File: src/rtl/bcd_time_counter.sv
// HH:MM:SS timekeeper counting BCD digits from a clk prescaler, with set buttons,
// a validated two-stage load, 12/24 h display and wrap strobes. Alarm: BCD_TIME_ALARM_EN.
module bcd_time_counter #(
  parameter int TICK_DIV = 12,
  parameter int PRE_W    = 16
) (
  input  logic       clk,
  input  logic       reset,
  input  logic       en,
  input  logic       mode_12h,
  input  logic       hour_inc,
  input  logic       min_inc,
  input  logic       set_valid,
  input  logic [7:0] set_h,
  input  logic [7:0] set_m,
  input  logic [7:0] set_s,
  output logic       set_ready,
  output logic       set_err,
  output logic [3:0] h1,
  output logic [3:0] h2,
  output logic [3:0] m1,
  output logic [3:0] m2,
  output logic [3:0] s1,
  output logic [3:0] s2,
  output logic       pm,
  output logic       sec_tick,
  output logic       day_wrap
`ifdef BCD_TIME_ALARM_EN
  ,
  input  logic       alarm_on,
  input  logic [7:0] alarm_h,
  input  logic [7:0] alarm_m,
  output logic       alarm
`endif
);

  // Load handshake: a request is accepted when set_valid & set_ready (LD_IDLE);
  // the following cycle (LD_CHECK, set_ready=0) validates and commits or rejects.
  typedef enum logic {LD_IDLE, LD_CHECK} ld_state_t;

  ld_state_t        ld_state, ld_state_n;
  logic [PRE_W-1:0] pre, pre_n;
  logic [3:0]       ht, ho, mt, mo, st, so;
  logic [3:0]       ht_n, ho_n, mt_n, mo_n, st_n, so_n;
  logic [7:0]       cap_h, cap_m, cap_s;
  logic             hour_prev, min_prev;
  logic             tick_pend, tick_pend_n;
  logic             sec_tick_n, day_wrap_n;
  logic             tick_evt, hour_edge, min_edge, want_tick;
  logic             busy, cap_ok, commit;
  logic [4:0]       hour_bin, hour_12;

  function automatic logic [7:0] sixty_next(input logic [3:0] t, input logic [3:0] o);
    if (o != 4'd9) return {t, o + 4'd1};
    else           return {(t == 4'd5) ? 4'd0 : t + 4'd1, 4'd0};
  endfunction

  function automatic logic [7:0] hour_next(input logic [3:0] t, input logic [3:0] o);
    if (t == 4'd2 && o == 4'd3) return 8'h00;
    else if (o == 4'd9)         return {t + 4'd1, 4'd0};
    else                        return {t, o + 4'd1};
  endfunction

  function automatic logic bcd_ok(input logic [7:0] v, input logic [3:0] max_t,
                                  input logic [3:0] max_o_at_top);
    if (v[7:4] > max_t || v[3:0] > 4'd9) return 1'b0;
    if (v[7:4] == max_t && v[3:0] > max_o_at_top) return 1'b0;
    return 1'b1;
  endfunction

  assign tick_evt  = en && (pre == PRE_W'(TICK_DIV - 1));
  assign hour_edge = hour_inc & ~hour_prev;
  assign min_edge  = min_inc & ~min_prev;
  assign want_tick = tick_evt | tick_pend;
  assign busy      = (ld_state == LD_CHECK);
  assign cap_ok    = bcd_ok(cap_h, 4'd2, 4'd3) && bcd_ok(cap_m, 4'd5, 4'd9) &&
                     bcd_ok(cap_s, 4'd5, 4'd9);
  assign commit    = busy & cap_ok;
  assign set_err   = busy & ~cap_ok;
  assign set_ready = (ld_state == LD_IDLE);

  always_comb begin
    ld_state_n = ld_state;
    case (ld_state)
      LD_IDLE:  if (set_valid) ld_state_n = LD_CHECK;
      LD_CHECK: ld_state_n = LD_IDLE;
      default:  ld_state_n = LD_IDLE;
    endcase
  end

  // One time update per cycle; buttons never carry, ticks ripple through all digits.
  always_comb begin
    {ht_n, ho_n} = {ht, ho};
    {mt_n, mo_n} = {mt, mo};
    {st_n, so_n} = {st, so};
    day_wrap_n   = 1'b0;
    if (commit) begin
      {ht_n, ho_n} = cap_h;
      {mt_n, mo_n} = cap_m;
      {st_n, so_n} = cap_s;
    end else if (hour_edge) begin
      {ht_n, ho_n} = hour_next(ht, ho);
    end else if (min_edge) begin
      {mt_n, mo_n} = sixty_next(mt, mo);
    end else if (want_tick) begin
      {st_n, so_n} = sixty_next(st, so);
      if ({st, so} == 8'h59) begin
        {mt_n, mo_n} = sixty_next(mt, mo);
        if ({mt, mo} == 8'h59) begin
          {ht_n, ho_n} = hour_next(ht, ho);
          day_wrap_n   = ({ht, ho} == 8'h23);
        end
      end
    end
  end

  always_comb begin
    pre_n       = pre;
    tick_pend_n = tick_pend & tick_evt;
    sec_tick_n  = tick_evt & ~commit;
    if (commit) begin
      pre_n       = '0;
      tick_pend_n = 1'b0;
    end else begin
      if (en) pre_n = tick_evt ? '0 : pre + PRE_W'(1);
      if (hour_edge || min_edge) tick_pend_n = tick_pend | tick_evt;
    end
  end

  always_ff @(posedge clk or posedge reset) begin
    if (reset) begin
      ld_state  <= LD_IDLE;
      pre       <= '0;
      {ht, ho}  <= 8'h00;
      {mt, mo}  <= 8'h00;
      {st, so}  <= 8'h00;
      cap_h     <= 8'h00;
      cap_m     <= 8'h00;
      cap_s     <= 8'h00;
      hour_prev <= 1'b0;
      min_prev  <= 1'b0;
      tick_pend <= 1'b0;
      sec_tick  <= 1'b0;
      day_wrap  <= 1'b0;
    end else begin
      ld_state  <= ld_state_n;
      pre       <= pre_n;
      {ht, ho}  <= {ht_n, ho_n};
      {mt, mo}  <= {mt_n, mo_n};
      {st, so}  <= {st_n, so_n};
      hour_prev <= hour_inc;
      min_prev  <= min_inc;
      tick_pend <= tick_pend_n;
      sec_tick  <= sec_tick_n;
      day_wrap  <= day_wrap_n;
      if (ld_state == LD_IDLE && set_valid) begin
        cap_h <= set_h;
        cap_m <= set_m;
        cap_s <= set_s;
      end
    end
  end

  // Display path is purely combinational so a mode change shows immediately.
  assign hour_bin = 5'(ht) * 5'd10 + 5'(ho);
  assign m1 = mt;
  assign m2 = mo;
  assign s1 = st;
  assign s2 = so;

  always_comb begin
    h1      = ht;
    h2      = ho;
    pm      = 1'b0;
    hour_12 = hour_bin;
    if (mode_12h) begin
      pm = (hour_bin >= 5'd12);
      if (hour_bin == 5'd0)      hour_12 = 5'd12;
      else if (hour_bin > 5'd12) hour_12 = hour_bin - 5'd12;
      if (hour_12 >= 5'd10) begin
        h1 = 4'd1;
        h2 = 4'(hour_12 - 5'd10);
      end else begin
        h1 = 4'd0;
        h2 = hour_12[3:0];
      end
    end
  end

`ifdef BCD_TIME_ALARM_EN
  always_ff @(posedge clk or posedge reset) begin
    if (reset)                                        alarm <= 1'b0;
    else if (!alarm_on)                               alarm <= 1'b0;
    else if ({ht, ho} == alarm_h && {mt, mo} == alarm_m &&
             {st, so} == 8'h00)                       alarm <= 1'b1;
  end
`endif

endmodule

File: config.mk
export PLATFORM = sky130hd
export DESIGN_NAME = bcd_time_counter
export DESIGN_NICKNAME = d
export VERILOG_FILES = /design/src/rtl/bcd_time_counter.sv
export SDC_FILE = /design/constraint.sdc
export NUM_CORES = 1
export LEC_CHECK = 0
export CAP_MARGIN = 10
export CORE_ASPECT_RATIO = 0.8
export CORE_MARGIN = 2
export CORE_UTILIZATION = 30
export DETAILED_ROUTE_END_ITERATION = 12
export HOLD_SLACK_MARGIN = 0.1
export MAX_ROUTING_LAYER = met4
export PLACE_DENSITY_LB_ADDON = 0.15
export SLEW_MARGIN = 20
export SYNTH_ARGS = -nofsm -noshare
export SYNTH_HDL_FRONTEND = slang
export SYNTH_SLANG_ARGS = --single-unit
export TNS_END_PERCENT = 20
File: constraint.sdc
create_clock -name clk -period 6.5 [get_ports clk]
set_input_delay 1.3 -clock clk [delete_from_list [all_inputs] [get_ports clk]]
set_output_delay 1.3 -clock clk [all_outputs]
set_load 0.02 [all_outputs]
Word level (Yosys, flattened, before mapping)
Cells that the tools add are included. Widths: inputs -> output; s select.

Register bits: 70. Output and inout bits: 29. Logic and storage cells: 169.

Add/sub/neg operators: 10. Multipliers: 1. Magnitude comparators: 10. Eq/ne operators: 18. Mux-type cells: 78. Bitwise operators: 12. Reduce and logical (&&, ||, !) cells: 24.

Operators with widths (number): $mux 4 (35); $mux 16 (3); $mux 1 (32); $mux 8 (4); $add 4x1->4 const B (6); $add 16x1->16 const B (1); $eq 16x4->1 const B (1); $eq 4x3->1 const B (4); $eq 8x7->1 const B (2); $mux 5 (3); $reduce_bool 3->1 (5); $eq 4x2->1 const B (3); $gt 4x4->1 const B (3); $ge 5x4->1 const B (2); $eq 8x6->1 const B (1); $gt 4x2->1 const B (2); $gt 4x3->1 const B (2); $logic_and 1x1->1 (8); $ne 4x4->1 const B (2); $reduce_and 4->1 (2); $and 1x1->1 (6); $reduce_and 3->1 (2); $add 5x4->5 (1); $gt 5x4->1 const B (1); 13 further kinds (22).

Logic depth before layout (Yosys ltp)
Gate-level depths: netlist of run 1.

Word-level depth: 11. Depth in mapped cells: 14. Depth with buffers taken out: 14.

Worst setup path after synthesis of run 1
No wires, ideal clock.

Kind: reg-to-output. Start point: register ht[0]. End point: output port h2[2]. Arrival: 3.636 ns. Setup slack: 1.564 ns. Stages on the path, launching flop included: 15. Buffers on the path: 0. Cell sequence: dfrtp_1 > ha_1 > ha_1 > xor2_1 > ha_1 > or3b_2 > nand3_1 > a21oi_1 > mux2i_1 > inv_1 > ha_1 > inv_1 > o311ai_1 > and3_1 > o311ai_1.

Longest elaborated chain between the ends: 9. Elaborated cells between the ends (all ways): 12.

Ends and longest elaborated chain: start, declared (line 43) `logic [3:0] ht, ho, mt, mo, st, so;`; start signal, assigned (line 148) `{ht, ho} <= {ht_n, ho_n};`; $mul 4x3->4 * (line 165) `assign hour_bin = 5'(ht) * 5'd10 + 5'(ho);`; $add 5x4->5 * (line 165); $sub 5x4->5 or $gt 5x4->1 (tied branches) (line 179) `else if (hour_bin > 5'd12) hour_12 = hour_bin - 5'd12;`; $mux 5 (line 179); $mux 5 * (line 178) `if (hour_bin == 5'd0) hour_12 = 5'd12;`; $mux 5 * (line 176) `if (mode_12h) begin`; $sub 4x4->4 or $ge 5x4->1 (tied branches) (line 182, 180); $mux 4 * (line 180) `if (hour_12 >= 5'd10) begin`; $mux 4 * (line 176); end, declared (line 20) `output logic [3:0] h2,`.

Mark *: on every way between the ends. The rest lies on a longest branch, timed or not. The select of a mux whose other input is x is not followed.

Worst setup path after layout of run 1
Ends and elaborated chain as after synthesis.

==> summary.md, run 1 <==
| Metric | Value |
|---|---|
| Detailed Route WL | 9.911 mm |
| Post-Layout Cell Count | 652 |
| FF-to-FF path depth | 7 |
| Maximum buffer depth of the clock tree | 2 |
| Tcrit/Tclk final | 0.9124 |
| Hold Buf Count CTS | 0 |
| Synth Warn # | 0 |
| All-Layer GR Usage | 0.1475 |
| Critical path capture point type | primary output |
| Sequential Area | 1752 µm² |
| Cells after DPL | 635 |
| Fmax | 168.6 MHz |
| Final slew viol count | 0 |
| Final min period | 5.931 ns |
| Setup TNS | 0 ns |
| Synth async-reset ratio | 1.000 |
| Clk sink count | 70 |
| Register bit count reported by yosys | 70 |
| CP Data Required Time | 5.20 ns |
| Post-route ant nets | 0 |
| Share of cells above drive strength 1 | 0.1314 |
| Placed Area | 4861 µm² |
| Port bufs | 59 |
| Syn nets | 457 |
| Number of global-route vias before repair | 3169 |
| CTS tree | done |
| Reg2reg setup slack | 3.87 ns |
| Worst slew pin tran | 0.9216 ns |
| Top-level I/O count | 60 |
| EDFF count, synth | 0 |
| P&R area growth vs syn | 27.21% |
| H-tree depth | 3 |
| Syn_area_per_cell | 9.994 µm² |
| Clock latency on the worst-skew pair | 0.33 ns |
| Pleak | 0.002148 µW |
| Via/cell ratio | 5.014 |
| First-pass GRT wire length | 16.44 mm |
| Drt initial violations | 170 |
| Final Cell Area | 5200 µm² |
| Die area | 14580 µm² |
| Placer Congestion | 0.8053 |
| Core box area | 13460 µm² |
| Multi-input logic area | 2211 µm² |
| Worst-path clk slew | 0.06 ns |
| WL per Instance | 15.20 µm |
| Setup violators final | 0 |
| # diodes | 0 |
| Post-CTS Resized | 0 |
| Setup repair bufs after CTS | 0 |
| Crit path to | h2[2] |
| Reg2reg end | s1[2] |
| Initial Util | 0.3038 |
| Initial antenna violation count | 0 |
| Drt drc | 0 |
| Min Hold Slack | 0.4512 ns |
| Register area share after synthesis | 0.4285 |
| Nets@finish | 515 |
| P per Cell Area | 445.8 nW/µm² |
| Slowest CP cell | clkdlybuf4s50_1 |
| Distinct cells, synth | 64 |
| Fill count | 1322 |
| Outcome | finished clean |
| Root Buffer | clkbuf_16 |
| Vias post-DR | 3269 |
| Crit-path most repeated cell | ha_1 |
| Worst hold path type | reg -> reg |
| Max-cap violations | 0 |
| Total power | 2318 µW |
| Post-detail-place hpwl | 7.003 mm |
| Final Skew | 0.01084 ns |
| Die X | 134.5 µm |
| Crit path largest cell delay | 0.65 ns |
| Cell Rows | 38 |
| CTS Buf Count | 9 |
| Slew headroom | 0.3856 |
| Largest net degree at the start of global routing | 71 |
| Fin. Hold Viols | 0 |
| CP Class | reg -> out |
| Post-synth top flop | dfrtp_1 |
| Most frequent cells in the layout | 70 x dfrtp_1, 59 x clkdlybuf4s50_1, 39 x nand2_1 |
| Drt pass-1 iters | 4 |
| RSZ-0062 raised after global routing | no |
| Grt total ovfl | 0 |
| Post-Synthesis Cells | 409 |
| Worst VDD drop | 0.1965 mV |
| Critical Path Source Type | flop |
| Die Y | 108.4 µm |
| Reg-to-Reg Start | pre[0] |
| Synth Cell Area | 4088 µm² |
| Commonest non-fill, non-tap cell in the layout | dfrtp_1 |
| Crit path cell chain | ha_1 > ha_1 > xor2_1 > ha_1 > or3b_2 > nand3_1 > a21oi_1 > mux2i_1 > inv_1 > ha_1 > inv_1 > o311ai_1 > and3_1 > o311ai_1 > clkdlybuf4s50_1 |
| CP Data Arrival Time | 4.63 ns |
| Critical Path Source | ht[0] |
| Crit Path Max Fanout | 7 |
[routing by layer]
metal | track usage | up-vias | share of wire | wire length (µm)
met3 | 0.03797 | 7 | 0.038 | 372
met1 | 0.2030 | 1588 | 0.52 | 5137
li1 | - | 1609 | - | -
met4 | 0.03835 | 0 | 0.0094 | 93
met2 | 0.2161 | 65 | 0.43 | 4308
met5 | - | - | 0 | 0
[how the worst min path moves through the flow]
stage | end | cells after the start | slack, ns | startpoint
CTS | busy | 1 | 0.45 | busy
global route | busy | 1 | 0.47 | busy
floorplan | m2[0] | 2 | 0.45 | cap_m[0]
global placement | busy | 1 | 0.44 | busy
finish | busy | 1 | 0.45 | busy
detailed placement | busy | 1 | 0.44 | busy
[final cells by class]
cell class,instances,share of cell area
multi-input combinational,307,0.4252
sequential,70,0.3369
timing repair buffer,63,0.1193
clock buffer,10,0.04596
tap,180,0.04331
clock inverter,6,0.01781
inverter,16,0.01155
[cells in the mapped netlist, types with 7 or more instances]
cell      count  share of area
dfrtp_1      70           0.43
nand2_1      39          0.036
nor2_1       29          0.027
mux2_2       26          0.072
a21oi_1      21          0.026
o21ai_0      20          0.024
ha_1         16          0.049
inv_1        16          0.015
nand3_1      15          0.018
clkbuf_1      9         0.0083
nor2b_1       9          0.014
xor2_1        9          0.019
and3_1        8          0.012
nand4_1       8          0.012
nor3_1        8         0.0098
xnor2_1       8          0.017
a31oi_1       7          0.011
[metrics by stage]
step                      setup WS (ns)    util
after CTS                        0.5647  0.3859
after detailed placement         0.9499  0.3613
after global routing             0.2090  0.3865
after global placement            1.016  0.3613
final                            0.5692  0.3865
after floorplan                   1.564       -
[cell families after synthesis]
group | count (synthesis) | synth area share
AO/OA/AOI/OAI | 84 | 0.1497
XOR/XNOR | 18 | 0.04194
adder cells (fa/ha/maj) | 17 | 0.05387
buffers and inverters | 32 | 0.03336
flip-flops | 70 | 0.4285
multiplexers | 31 | 0.08387
AND/OR/NAND/NOR | 157 | 0.2088
[flip-flops by register name, summed over array words and instances, names as in the netlist, 4 cells and up]
| register | count |
|---|---|
| cap_h | 8 |
| cap_m | 8 |
| cap_s | 8 |
| ho | 4 |
| ht | 4 |
| m1 | 4 |
| m2 | 4 |
| pre | 16 |
| s1 | 4 |
| s2 | 4 |
[critical path: cells and delay by family (launching register included)]
kind | cells | cell delay, ns
compound gates | 3 | 0.45
mux | 1 | 0.22
flops | 1 | 0.46
simple gates | 3 | 0.83
fa+ha+maj | 4 | 1.15
buf+inv | 3 | 0.79
xor+xnor | 1 | 0.43
[power by group]
group | total, µW | switching (µW) | internal (µW)
Clock | 543 | 194 | 348
Combinational | 1130 | 604 | 524
Sequential | 648 | 126 | 522
Note: power is estimated with default switching activity, not from simulation.
==> run 2: changes to the inputs <==
- ABC_AREA: unset -> 1
- clock period: 6.5 -> 5.3 ns (I/O delays scaled with it)
==> summary.md, run 2 <==
| Metric | Value |
|---|---|
| Die Y | 110.4 µm |
| P per Cell Area | 412.0 nW/µm² |
| RSZ-0062 raised after global routing | no |
| Cell Rows | 38 |
| H-tree depth | 3 |
| WL per Instance | 12.79 µm |
| Post-detail-place hpwl | 7.746 mm |
| Share of cells above drive strength 1 | 0.04814 |
| Port bufs | 59 |
| Die area | 15110 µm² |
| Max FFs per register | 16 |
| EDFF count, synth | 0 |
| Sequential Area | 1752 µm² |
| Setup repair bufs after CTS | 0 |
| Outcome | finished clean |
| Met2 Track Usage GR | 0.2186 |
| Worst slew pin tran | 0.8786 ns |
| Synth Cell Area | 4242 µm² |
| Drt initial violations | 230 |
| CP Class | reg -> out |
| Initial antenna violation count | 0 |
| Total power | 2180 µW |
| Most flop-heavy register | pre |
| Root Buffer | clkbuf_16 |
| Drt drc | 0 |
| CTS tree | done |
| Slew headroom | 0.4134 |
| GRT Max-Usage Layer | met1 |
| First-pass GRT wire length | 17.67 mm |
| All-Layer GR Usage | 0.1540 |
| Grt total ovfl | 0 |
| Final slew viol count | 0 |
| Placer Congestion | 0.8846 |
| Register area share after synthesis | 0.4130 |
| Multi-input logic area | 2155 µm² |
| Top-level I/O count | 60 |
| Nets@finish | 687 |
| Most frequent cell after synthesis | nand2_1 |
| Largest net degree at the start of global routing | 43 |
| Reg2reg setup slack | 2.89 ns |
| Post-CTS Resized | 0 |
| Via/cell ratio | 4.644 |
| Critical Path Source Type | flop |
| GR Layer Usage met1 | 0.2202 |
| Number of global-route vias before repair | 3620 |
| Crit Path Max Fanout | 6 |
| Detailed Route WL | 10.54 mm |
| Synth Warn # | 0 |
| Post-synth top area share | 0.4130 |
| Most frequent cells after synthesis | 188 x nand2_1, 70 x dfrtp_1, 68 x inv_1 |
| Pleak | 0.002579 µW |
| Syn_area_per_cell | 7.288 µm² |
| Core box area | 13690 µm² |
| Fill count | 1417 |
| Worst hold path type | reg -> reg |
| Final Skew | 0.008522 ns |
| Max-cap violations | 0 |
| Initial Util | 0.3098 |
| CP Data Arrival Time | 3.82 ns |
| Clock latency on the worst-skew pair | 0.33 ns |
| Clk sink count | 70 |
| Die X | 136.9 µm |
| Commonest non-fill, non-tap cell in the layout | nand2_1 |
| Synth area leader | dfrtp_1 |
| Setup TNS | 0 ns |
| Largest cells by area after synthesis | dfrtp_1 41%, nand2_1 17%, nand3_1 6.0%, inv_1 6.0%, ha_1 4.7% |
| CTS Buf Count | 9 |
| # diodes | 0 |
| Setup violators final | 0 |
| Fmax | 204.9 MHz |
| Final min period | 4.879 ns |
| Most frequent cells in the layout | 188 x nand2_1, 70 x dfrtp_1, 67 x inv_1 |
| Hold Buf Count CTS | 0 |
| Synth async-reset ratio | 1.000 |
| Worst VDD drop | 0.2634 mV |
| Register bit count reported by yosys | 70 |
| Critical path capture point type | primary output |
| P&R area growth vs syn | 24.75% |
| Vias post-DR | 3827 |
| Maximum buffer depth of the clock tree | 2 |
| Post-route ant nets | 0 |
| Drt pass-1 iters | 5 |
| Syn nets | 630 |
| Tcrit/Tclk final | 0.9206 |
| Post-Synthesis Cells | 582 |
| Distinct cells, synth | 35 |
| Worst-path clk slew | 0.06 ns |
| GR Layer Usage met3 | 0.03521 |
| Fin. Hold Viols | 0 |
| CP Data Required Time | 4.24 ns |
| Post-synth top flop | dfrtp_1 |
[run 2: changes by cell type after synthesis, moves of 6 or more]
cell,before,now
inv_1,16,68
nand3_1,15,51
mux2_2,26,0
o21ai_0,20,40
a21oi_1,21,12
nor2_1,29,43
a31oi_1,7,1
o21ai_1,0,7
nor2b_1,9,0
and3_1,8,1
nand2_1,39,188
[run 2: metal layers]
metal,share of wire,up-vias
li1,-,1990
met5,0,-
met4,0.011,0
met2,0.40,96
met3,0.048,16
met1,0.54,1725
[run 2: through the flow]
step | cells | setup slack [ns] | area, µm² | hold slack (ns) | utilization
4_1_cts | 824 | 0.4031 | 5291 | 0.4822 | 0.3864
2_1_floorplan | 582 | 1.490 | 4242 | 0.4436 | -
3_3_place_gp | 808 | 0.9363 | 5007 | 0.4649 | 0.3657
5_1_grt | 824 | 0.07545 | 5291 | 0.5076 | 0.3864
6_report | 824 | 0.4206 | 5291 | 0.4798 | 0.3864
3_5_place_dp | 808 | 0.7695 | 5007 | 0.4659 | 0.3657
[run 2: cells by family after synthesis]
| family | Yosys count | share of synthesized area |
|---|---|---|
| xor gates and xnor gates | 17 | 0.03510 |
| DFF | 70 | 0.4130 |
| adders and majority gates | 17 | 0.05192 |
| and+or+nand+nor | 320 | 0.3254 |
| AOI/OAI and AO/OA | 72 | 0.09351 |
| buffers and inverters | 86 | 0.08112 |
[run 2: final cells by class]
cell class              instances  share of cell area
flip-flops and latches         70              0.3310
multi-input cells             426              0.4072
clock inverters                 4            0.008986
inverters                      70             0.04966
clock buffers                  12             0.04469
well taps                     180             0.04256
repair buffers                 62              0.1159
[run 2: critical path, stage by stage, from the launching register on]
cell and delay [ns]:
dfrtp_1 0.44, ha_1 0.27, fa_1 0.38, xnor2_1 0.27, inv_1 0.13, ha_1 0.21, inv_1 0.07, nor2_1 0.07
o211ai_1 0.20, nand3_1 0.12, inv_1 0.09, ha_1 0.14, inv_1 0.06, nand2_1 0.09, nand3_1 0.08, nand2_1 0.06
inv_1 0.05, a21oi_1 0.14, clkdlybuf4s50_1 0.62
[run 2: where the power goes]
part	total, µW	switching (µW)	internal (µW)	leakage [µW]
clock	591	228	363	0.000137
combinational	825	477	348	0.00155
sequential	764	128	635	0.000895
total	2180	833	1350	0.00258
[run 2: final timing paths]
path / start / end / depth (start not counted)
hold / removal: cap_h[6] / cap_h[6] / 2
setup reg to reg: cap_h[6] / pre[4] / 10
max in group asynchronous: reset / s2[2] / 3
setup / recovery: ht[0] / h2[2] / 18
min in group asynchronous: reset / pre[0] / 2
hold reg to reg: cap_h[6] / cap_h[6] / 2
